File: config.mk
export PLATFORM = sky130hd
export DESIGN_NAME = spi_slave_rx_deser_flat
export DESIGN_NICKNAME = d
export VERILOG_FILES = /design/src/rtl/spi_slave_rx_deser_if.sv /design/src/rtl/spi_slave_rx_deser.sv /design/src/flat_wrapper.sv
export SDC_FILE = /design/constraint.sdc
export NUM_CORES = 1
export LEC_CHECK = 0
export CAP_MARGIN = 15
export CORE_ASPECT_RATIO = 0.5
export CORE_MARGIN = 1
export CORE_UTILIZATION = 25
export CTS_BUF_LIST = sky130_fd_sc_hd__clkbuf_16
export CTS_CLUSTER_SIZE = 24
export DETAILED_ROUTE_END_ITERATION = 8
export GPL_ROUTABILITY_DRIVEN = 0
export PLACE_DENSITY = 0.47
export SETUP_SLACK_MARGIN = 0.1
export SLEW_MARGIN = 10
export SYNTH_ARGS = -nofsm -noshare
export SYNTH_HDL_FRONTEND = slang
export SYNTH_SLANG_ARGS = --single-unit
File: constraint.sdc
create_clock -name clk_i -period 2.6 [get_ports clk_i]
set_input_delay 0.52 -clock clk_i [delete_from_list [all_inputs] [get_ports clk_i]]
set_output_delay 0.52 -clock clk_i [all_outputs]
set_load 0.01 [all_outputs]
File: src/rtl/spi_slave_rx_deser_if.sv
// Valid/ready word stream from the SPI receive front-end to the command decoder.
interface spi_slave_rx_deser_if #(
    parameter int DATA_W = 32
);
    logic [DATA_W-1:0] m_data_o;
    logic              m_valid_o;
    logic              m_ready_i;

    modport master (
        output m_data_o,
        output m_valid_o,
        input  m_ready_i
    );

    modport slave (
        input  m_data_o,
        input  m_valid_o,
        output m_ready_i
    );
endinterface

File: src/rtl/spi_slave_rx_deser.sv
// SPI slave receive front-end: oversamples pad-level SPI, deserialises std/quad MSB-first
// traffic into DATA_W-bit words and queues them in a small valid/ready FIFO.
module spi_slave_rx_deser #(
    parameter int DATA_W      = 32,
    parameter int SYNC_STAGES = 2,
    parameter int FIFO_DEPTH  = 4
) (
    input  logic                        clk_i,
    input  logic                        rst_ni,
    input  logic                        spi_sclk_i,
    input  logic                        spi_csn_i,
    input  logic [3:0]                  spi_sdi_i,
    input  logic                        quad_en_i,
    input  logic                        clear_i,
    spi_slave_rx_deser_if.master        m_if,
    output logic                        frame_start_o,
    output logic                        frame_end_o,
    output logic                        overflow_o,
    output logic                        partial_o
);

    localparam int CW = $clog2(DATA_W + 1);
    localparam int AW = $clog2(FIFO_DEPTH);

    localparam logic [0:0] IDLE   = 1'b0;
    localparam logic [0:0] ACTIVE = 1'b1;

    logic [SYNC_STAGES-1:0] sclk_sync;
    logic [SYNC_STAGES-1:0] csn_sync;
    logic [3:0]             sdi_sync [SYNC_STAGES];
    logic                   sclk_hist;
    logic                   csn_hist;
    logic [3:0]             sdi_hist;
    logic [SYNC_STAGES:0]   warm;

    logic                   sclk_s;
    logic                   csn_s;
    logic                   warm_done;
    logic                   sclk_rise;
    logic                   csn_rise;
    logic                   csn_fall;

    logic [0:0]             state;
    logic                   quad;
    logic                   armed;
    logic [CW-1:0]          cnt;
    logic [CW-1:0]          cnt_nx;
    logic [DATA_W-1:0]      sh;
    logic                   wr_pend;
    logic                   start_evt;
    logic                   partial_set;

    logic [DATA_W-1:0]      mem [FIFO_DEPTH];
    logic [AW-1:0]          wp;
    logic [AW-1:0]          rp;
    logic [AW:0]            count;
    logic                   full;
    logic                   push;
    logic                   pop;
    logic                   overflow_set;

    // Synchronisers plus one history stage; warm tracks when history holds real pad samples.
    always_ff @(posedge clk_i or negedge rst_ni) begin
        if (!rst_ni) begin
            sclk_sync <= '0;
            csn_sync  <= '1;
            for (int unsigned i = 0; i < SYNC_STAGES; i++) begin
                sdi_sync[i] <= '0;
            end
            sclk_hist <= 1'b0;
            csn_hist  <= 1'b1;
            sdi_hist  <= '0;
            warm      <= '0;
        end else begin
            sclk_sync   <= {sclk_sync[SYNC_STAGES-2:0], spi_sclk_i};
            csn_sync    <= {csn_sync[SYNC_STAGES-2:0], spi_csn_i};
            sdi_sync[0] <= spi_sdi_i;
            for (int unsigned i = 1; i < SYNC_STAGES; i++) begin
                sdi_sync[i] <= sdi_sync[i-1];
            end
            sclk_hist <= sclk_s;
            csn_hist  <= csn_s;
            sdi_hist  <= sdi_sync[SYNC_STAGES-1];
            warm      <= {warm[SYNC_STAGES-1:0], 1'b1};
        end
    end

    assign sclk_s    = sclk_sync[SYNC_STAGES-1];
    assign csn_s     = csn_sync[SYNC_STAGES-1];
    assign warm_done = warm[SYNC_STAGES];
    assign sclk_rise = sclk_s & ~sclk_hist;
    assign csn_rise  = csn_s & ~csn_hist;
    assign csn_fall  = ~csn_s & csn_hist;

    // A frame may only start once csn has genuinely been seen high since reset.
    assign start_evt     = (state == IDLE) && armed && csn_fall;
    assign partial_set   = (state == ACTIVE) && csn_rise && (cnt != '0);
    assign frame_start_o = start_evt;
    assign frame_end_o   = (state == ACTIVE) && csn_rise;

    assign cnt_nx = cnt + (quad ? CW'(4) : CW'(1));

    always_ff @(posedge clk_i or negedge rst_ni) begin
        if (!rst_ni) begin
            state     <= IDLE;
            quad      <= 1'b0;
            armed     <= 1'b0;
            cnt       <= '0;
            sh        <= '0;
            wr_pend   <= 1'b0;
            partial_o <= 1'b0;
        end else begin
            wr_pend <= 1'b0;
            if (warm_done && csn_s && csn_hist) begin
                armed <= 1'b1;
            end
            case (state)
                IDLE: begin
                    cnt <= '0;
                    if (start_evt) begin
                        state <= ACTIVE;
                        quad  <= quad_en_i;
                    end
                end
                ACTIVE: begin
                    if (csn_rise) begin
                        state <= IDLE;
                        cnt   <= '0;
                    end else if (sclk_rise) begin
                        sh <= quad ? {sh[DATA_W-5:0], sdi_hist}
                                   : {sh[DATA_W-2:0], sdi_hist[0]};
                        if (cnt_nx == CW'(DATA_W)) begin
                            cnt     <= '0;
                            wr_pend <= 1'b1;
                        end else begin
                            cnt <= cnt_nx;
                        end
                    end
                end
                default: state <= IDLE;
            endcase
            if (partial_set) begin
                partial_o <= 1'b1;
            end else if (clear_i) begin
                partial_o <= 1'b0;
            end
        end
    end

    assign full         = (count == (AW + 1)'(FIFO_DEPTH));
    assign pop          = m_if.m_valid_o && m_if.m_ready_i;
    assign push         = wr_pend && (!full || pop);
    assign overflow_set = wr_pend && full && !pop;

    // When full with a same-cycle pop, wp equals rp: the popped slot is reused for the new word.
    always_ff @(posedge clk_i or negedge rst_ni) begin
        if (!rst_ni) begin
            for (int unsigned i = 0; i < FIFO_DEPTH; i++) begin
                mem[i] <= '0;
            end
            wp         <= '0;
            rp         <= '0;
            count      <= '0;
            overflow_o <= 1'b0;
        end else begin
            if (push) begin
                mem[wp] <= sh;
                wp      <= wp + AW'(1);
            end
            if (pop) begin
                rp <= rp + AW'(1);
            end
            case ({push, pop})
                2'b10:   count <= count + (AW + 1)'(1);
                2'b01:   count <= count - (AW + 1)'(1);
                default: count <= count;
            endcase
            if (overflow_set) begin
                overflow_o <= 1'b1;
            end else if (clear_i) begin
                overflow_o <= 1'b0;
            end
        end
    end

    assign m_if.m_data_o  = mem[rp];
    assign m_if.m_valid_o = (count != '0);

endmodule

File: src/flat_wrapper.sv
// flat-port wrapper written by rule: the top's interface ports become plain ports
module spi_slave_rx_deser_flat 
#(
    parameter int DATA_W      = 32,
    parameter int SYNC_STAGES = 2,
    parameter int FIFO_DEPTH  = 4
)
  (clk_i, rst_ni, spi_sclk_i, spi_csn_i, spi_sdi_i, quad_en_i, clear_i, frame_start_o, frame_end_o, overflow_o, partial_o, m_if_m_data_o, m_if_m_valid_o, m_if_m_ready_i);
  spi_slave_rx_deser_if #(.DATA_W(DATA_W)) m_if_i ();
  input  logic clk_i;
  input  logic rst_ni;
  input  logic spi_sclk_i;
  input  logic spi_csn_i;
  input  logic [3:0] spi_sdi_i;
  input  logic quad_en_i;
  input  logic clear_i;
  output logic frame_start_o;
  output logic frame_end_o;
  output logic overflow_o;
  output logic partial_o;
  output wire logic [$bits(m_if_i.m_data_o)-1:0] m_if_m_data_o;
  output wire logic [$bits(m_if_i.m_valid_o)-1:0] m_if_m_valid_o;
  input wire logic [$bits(m_if_i.m_ready_i)-1:0] m_if_m_ready_i;
  assign m_if_m_data_o = m_if_i.m_data_o;
  assign m_if_m_valid_o = m_if_i.m_valid_o;
  assign m_if_i.m_ready_i = m_if_m_ready_i;
  spi_slave_rx_deser #(.DATA_W(DATA_W), .SYNC_STAGES(SYNC_STAGES), .FIFO_DEPTH(FIFO_DEPTH)) u_core (.clk_i(clk_i), .rst_ni(rst_ni), .spi_sclk_i(spi_sclk_i), .spi_csn_i(spi_csn_i), .spi_sdi_i(spi_sdi_i), .quad_en_i(quad_en_i), .clear_i(clear_i), .m_if(m_if_i), .frame_start_o(frame_start_o), .frame_end_o(frame_end_o), .overflow_o(overflow_o), .partial_o(partial_o));
endmodule
==> Yosys cells after proc, flatten, opt, wreduce, memory -nomap -nowiden <==
Cells that the tools add are included.
{ "word_totals": {"out_inout_bits": 37, "regBits": 200, "wordCells": 90, "in_bits": 11} }
{ "op_classes": {"reduce_logical": 21, "eq_ne": 5, "n_addsub": 5, "order_cmp": 3, "muxes": 23, "bitwise_logic": 10} }
{ "ops": {"columns": ["op", "n"], "rows": [
  ["128-bit bitwise mux", 1],
  ["32-bit two-way mux", 4],
  ["32-bit binary-select mux with 2-bit select", 1],
  ["32-bit demux with 2-bit select", 1],
  ["6-bit two-way mux", 3],
  ["6-bit one-hot mux with 2 select lines", 1],
  ["1-bit logical AND", 11],
  ["1-bit two-way mux", 9],
  ["6-bit adder", 1],
  ["6-bit == test, second input constant", 1],
  ["3-bit greater-or-equal comparator, second input constant", 2],
  ["2-bit inverter with 3-bit output", 2],
  ["3-bit one-hot mux with 2 select lines", 1],
  ["2-bit nonzero test", 3],
  ["6-bit nonzero test", 1],
  ["1-bit inverter", 5],
  ["2-bit by 1-bit adder with 2-bit output, second input constant", 2],
  ["3-bit by 1-bit adder with 3-bit output, second input constant", 1],
  ["1-bit bitwise AND", 3],
  ["3-bit == test, second input constant", 1],
  ["3-bit by 1-bit < comparator with 1-bit output, second input constant", 1],
  ["3-bit two-way mux", 1],
  ["3-bit by 1-bit != test with 1-bit output, second input constant", 1],
  ["3-bit AND reduction", 1],
  ["other kinds (8)", 9]
]} }

==> Depth between registers and ports, before layout <==
Gate-level depths: netlist (run 1).
{ "depth": {"depth_word": 7, "depth_mapped": 10, "ltp_nobuf": 9} }

==> Worst setup path before layout (run 1) <==
Ideal clock, no wire load.
{ "synth_path": {"kind": "input port to flip-flop", "startpoint": "input port m_if_m_ready_i", "endpoint": "register u_core.count[2]", "cell_stages": 10, "t_arrival_ns": 2.042, "path_slack_ns": 0.478, "setup_time_ns": 0.079, "path_cell_list": "nor4b_2 nor2b_2 buf_12 inv_1 ha_1 inv_1 fa_1 xor2_1 nor2_1 xor2_1"} }
{ "synth_via": {"elab_chain_len": 5} }
{ "synth_rtl": {"columns": ["item", "line_no", "source"], "rows": [
  ["start, declared", "flat_wrapper.sv:23", "input wire logic [$bits(m_if_i.m_ready_i)-1:0] m_if_m_ready_i;"],
  ["1-bit logical AND (*)", "spi_slave_rx_deser.sv:151", "assign pop = m_if.m_valid_o && m_if.m_ready_i;"],
  ["1-bit logical OR", "spi_slave_rx_deser.sv:152", "assign push = wr_pend && (!full || pop);"],
  ["1-bit logical AND", "spi_slave_rx_deser.sv:152", null],
  ["2-bit by 1-bit == test with 1-bit output / 2-bit == test (equally long branches)", "spi_slave_rx_deser.sv:173", "case ({push, pop})"],
  ["3-bit one-hot mux with 2 select lines / 2-bit nonzero test (equally long branches)", null, null],
  ["end signal, assigned", "spi_slave_rx_deser.sv:174", "2'b10: count <= count + (AW + 1)'(1);"],
  ["end signal, assigned", "spi_slave_rx_deser.sv:175", "2'b01: count <= count - (AW + 1)'(1);"],
  ["end signal, assigned", "spi_slave_rx_deser.sv:176", "default: count <= count;"],
  ["end, declared", "spi_slave_rx_deser.sv:56", "logic [AW:0] count;"]
]} }
Mark *: on every way between the ends. The rest lies on a longest branch, timed or not.
A chain may end at the register's enable or synchronous reset.

==> Worst setup path in the final report (run 1) <==
{ "layout_path": {"startpoint": "register u_core.rp[0]", "endpoint": "output port m_if_m_data_o[0]"} }
{ "layout_via": {"elab_chain_len": 4} }
{ "layout_rtl": {"columns": ["item", "line_no", "source"], "rows": [
  ["start, declared", "spi_slave_rx_deser.sv:55", "logic [AW-1:0] rp;"],
  ["start signal, assigned", "spi_slave_rx_deser.sv:171", "rp <= rp + AW'(1);"],
  ["2-bit inverter with 3-bit output (implied by the code)", "spi_slave_rx_deser.sv:186", "assign m_if.m_data_o = mem[rp];"],
  ["32-bit binary-select mux with 2-bit select", "spi_slave_rx_deser.sv:186", null],
  ["32-bit two-way mux (implied by the code) (2 in series)", "spi_slave_rx_deser.sv:186", null],
  ["end, declared", "flat_wrapper.sv:21", "output wire logic [$bits(m_if_i.m_data_o)-1:0] m_if_m_data_o;"]
]} }
No other way between the ends. The select of a mux whose other input is x is not followed.

==> results of run 1 <==
-- what timing repair did --
item / in CTS / in global routing
hold buffers: 1 / 0
resized for setup: 69 / 16
buffers inserted: 7 / 0
cloned: 2 / 0
endpoints found under the hold margin: 19 / 0
endpoints found under the setup margin: 33 / 15
-- metrics by stage --
step / instances / util, %
3_3_place_gp: 1090 / 28.4
6_report: 1132 / 30.4
3_5_place_dp: 1090 / 28.4
2_1_floorplan: 570 / -
5_1_grt: 1132 / 30.4
4_1_cts: 1132 / 30.3
-- registers in the layout, summed over array words and instances (netlist names), 2 cells and up --
signal            flops
u_core.rp             2
u_core.csn_sync       2
u_core.sh            32
u_core.cnt            6
u_core.sdi_hist       4
u_core.mem          128
u_core.count          3
u_core.wp             2
u_core.sdi_sync       8
u_core.warm           3
u_core.sclk_sync      2
-- layer usage --
metal | track usage [%] | vias to the layer above
met5 | 0 | -
met4 | 3.09 | 0
met3 | 2.13 | 15
met2 | 16.0 | 29
met1 | 15.4 | 2540
li1 | - | 2163
-- cells by family after synthesis --
group                    share of synthesized area (%)
flip-flops                                        54.6
adder cells (fa/ha/maj)                           1.31
buffers and inverters                             4.20
multiplexers                                      32.0
AO/OA/AOI/OAI                                     3.05
other                                           0.0409
XOR/XNOR                                         0.764
AND/OR/NAND/NOR                                   4.08
-- worst max-delay path: stages (launching register included) --
cell,delay [ps]
sky130_fd_sc_hd__dfrtp_2,420
sky130_fd_sc_hd__buf_12,150
sky130_fd_sc_hd__buf_16,140
sky130_fd_sc_hd__buf_12,140
sky130_fd_sc_hd__buf_12,120
sky130_fd_sc_hd__mux4_2,440
sky130_fd_sc_hd__buf_6,140
-- final cells by class --
class,instances,share of cell area (%)
Clock inverter,15,1.53
Multi-Input combinational cell,328,34.6
Timing Repair Buffer,78,8.40
Inverter,10,0.343
Clock buffer,17,3.88
Sequential cell,200,45.7
Tap cell,484,5.53
-- Yosys cell counts, drive strengths merged, types with 2 or more instances --
master / count / area (sq um)
dfrtp: 197 / 4930
mux2: 128 / 1890
nand2: 46 / 238
o21ai: 37 / 185
mux2i: 32 / 320
mux4: 32 / 721
buf: 26 / 325
inv: 10 / 37.5
ha: 8 / 100
clkbuf: 6 / 22.5
a22o: 5 / 45.0
nor2: 5 / 18.8
a21oi: 4 / 20.0
xnor2: 4 / 35.0
xor2: 4 / 35.0
dfstp: 3 / 78.8
nor3: 3 / 15.0
or3: 3 / 20.0
and2: 2 / 12.5
nor2b: 2 / 15.0
-- worst paths after layout --
check	from	to	depth (start not counted)
worst min-delay path	u_core.sdi_sync[0]$_DFF_PN0_	u_core.sdi_hist[0]$_DFF_PN0_	0
min in group asynchronous	rst_ni	u_core.mem[69]$_DFFE_PN0P_	2
worst max register to register	u_core.count[1]$_DFFE_PN0P_	u_core.count[1]$_DFFE_PN0P_	6
max in group asynchronous	rst_ni	u_core.mem[87]$_DFFE_PN0P_	3
worst min register to register	u_core.sdi_sync[0]$_DFF_PN0_	u_core.sdi_hist[0]$_DFF_PN0_	0
worst max-delay path	u_core.rp[0]$_DFFE_PN0P_	m_if_m_data_o[0]	6
-- where the power goes --
part / internal, W / switching, W / total (W)
Combinational: 0.000761 / 0.000740 / 0.00150
Sequential: 0.00329 / 0.000308 / 0.00360
Clock: 0.00144 / 0.00126 / 0.00270
==> impl_summary.md, run 1 <==
Setup path
The largest fanout on the critical path is 6. The category of the worst setup path launch point is a flop. STA classifies the critical path endpoint as an output port.

The worst-case register-to-register setup slack is between 500 and 600 ps. The category of the most critical setup path is reg2out. For the worst setup path, the data required time is 2080 ps. Data on the critical path arrives at its endpoint at between 1500 and 2000 ps.

Flow run
The max-capacitance violation count is 0.

Floorplanning
The initial utilization of the core area, before any placement, comes to 25.5%. The region available for standard cell placement spans 36000 sq um. The floorplan die width is roughly 270 um.

The area of the die is between 30000 and 40000 sq um. The vertical die dimension is about 140 um. In this run the core area contains 49 standard-cell rows. The number of top-level design ports is 48.

Layout
The proportion of layout cells with a drive suffix above 1 is approximately 39%. The library cell used most frequently in the layout, excluding fill and tap cells, is sky130_fd_sc_hd__dfrtp_1. The net count reported at finish is roughly 660. The synthesis-to-layout area growth is 19.4%. The final-layout fill cell count is 3592. Summing all multi-input logic gate instances after layout gives between 3000 and 4000 sq um.

The finished cells cover ~11000 sq um. The sequential cell area in the final layout is 5010 sq um. In the layout the commonest cells are sky130_fd_sc_hd__dfrtp_1 (195), sky130_fd_sc_hd__mux2_4 (120), sky130_fd_sc_hd__nand2_1 (42), sky130_fd_sc_hd__o21ai_0 (36). The antenna diode count is 0.

Global route
The number of antenna violations at the first check in global routing is 0. The global-route wire length before repair is around 31000 um. The global-route total usage across every layer is a little over a tenth. The largest net degree at the start of global routing is 87. The total congestion overflow is 0. The number of global-route vias before repair is around 5100.

Timing
The headroom to the max-slew limit is between 60% and 70%. The period utilization is between 90% and 100%. The final critical path time including I/O delays and setup is about 2500 ps. Setup repair after global routing could not meet its margin everywhere. On the final layout, the worst hold slack is about 350 ps. The sum of negative setup slack is 0 ps. The final setup skew is ~9.5 ps. The transition time of the tightest slew-check pin is slightly below 600 ps.

The number of failing setup endpoints in the final timing report is 0. The final hold violation count is 0. The final worst-path setup slack is about 86 ps. Derived from the worst setup path, the maximum achievable clock frequency is 398 MHz. The max-slew violation total from the final report came to 0.

Logic synthesis
For this run, the number of Yosys warnings is 0. The average instance in the mapped netlist occupies between 15 and 20 sq um. Counting every net in the synthesized netlist gives 590. In the synthesized netlist, the number of instances is 570. In the synthesized netlist the dominant register cell turns out to be sky130_fd_sc_hd__dfrtp_1.

For this run, the register share of the synthesized area comes to a little over half. The unique cell type count in the Yosys netlist is 40. The total of flip-flops plus latches after synthesis is 200. Yosys mapped a number of flops with a built-in enable equal to 0. The share of flip-flops with an asynchronous set or reset is 100%. The cell area after synthesis is around 9200 sq um.

Min path
The path category of the worst min-delay check is reg2reg.

Outcome
The run finished with clean final reports.

Clock network
The clock insertion delay at the later pin of the skew report is between 400 and 500 ps. The number of buffers on the longest clock path is 2. The total CTS buffers is 17.

The number of levels the H-tree was split into is 4. CTS placed an instance of sky130_fd_sc_hd__clkbuf_16 at the clock tree root. The clock net in this run drives a total of 200 sinks. TritonCTS built the clock tree.

After clock tree synthesis, the clock-pin slew on the worst setup and hold paths is approximately 70 ps.

Power
In this run the static leakage power is about 5.4 nW. The completed layout was analyzed and its total power is 0.00781 W. In this run the power density over the cells is 712 nW/um^2.

VDD sags by at most approximately 350 uV.

Drt
The average wire per cell in the routed design is roughly 17 um. After detailed routing, the wire length on met1 is 9670 um. For this block, the initial DRC count from the detailed router was between 200 and 300. In the routed design, unresolved DRC markers number 0. After detailed routing, the total wire length is between 15000 and 20000 um. Wire segments on met2 add up to roughly 8500 um in the final route. The highest signal layer in the routed design is met4. Summing over every cut layer, the via total after detailed routing is between 4000 and 5000. In the detailed route, the total length drawn on met3 is around 330 um.

The via count normalized by instance count is approximately 4.2. For this run, the detailed router's first-pass iteration total came to 4. The number of nets with antenna violations after detailed routing is 0.

Placement
Prior to clock tree synthesis, the placed netlist has a worst setup slack of 49.7 ps. The count of input and output buffers is 47. Once detailed placement completed, the half-perimeter wirelength came to 11400 um. Summing all placed instances gives a cell area of 10200 sq um.
Note: power is estimated with default switching activity, not from simulation.
==> run 2, diff against run 1 <==
--- a/config.mk
+++ b/config.mk
@@ -10,6 +10,7 @@
 export CORE_MARGIN = 1
 export CORE_UTILIZATION = 25
 export CTS_BUF_LIST = sky130_fd_sc_hd__clkbuf_16
+export CTS_CLUSTER_DIAMETER = 80
 export CTS_CLUSTER_SIZE = 24
 export DETAILED_ROUTE_END_ITERATION = 8
 export GPL_ROUTABILITY_DRIVEN = 0
==> results of run 2 <==
Final layout, timing and power as in run 1 (identical DEF).
==> run 3, diff against run 2 <==
--- a/config.mk
+++ b/config.mk
@@ -11,7 +11,7 @@
 export CORE_UTILIZATION = 25
 export CTS_BUF_LIST = sky130_fd_sc_hd__clkbuf_16
 export CTS_CLUSTER_DIAMETER = 80
-export CTS_CLUSTER_SIZE = 24
+export CTS_CLUSTER_SIZE = 20
 export DETAILED_ROUTE_END_ITERATION = 8
 export GPL_ROUTABILITY_DRIVEN = 0
 export PLACE_DENSITY = 0.47
==> results of run 3 <==
Final layout, timing and power as in run 1 (identical DEF).
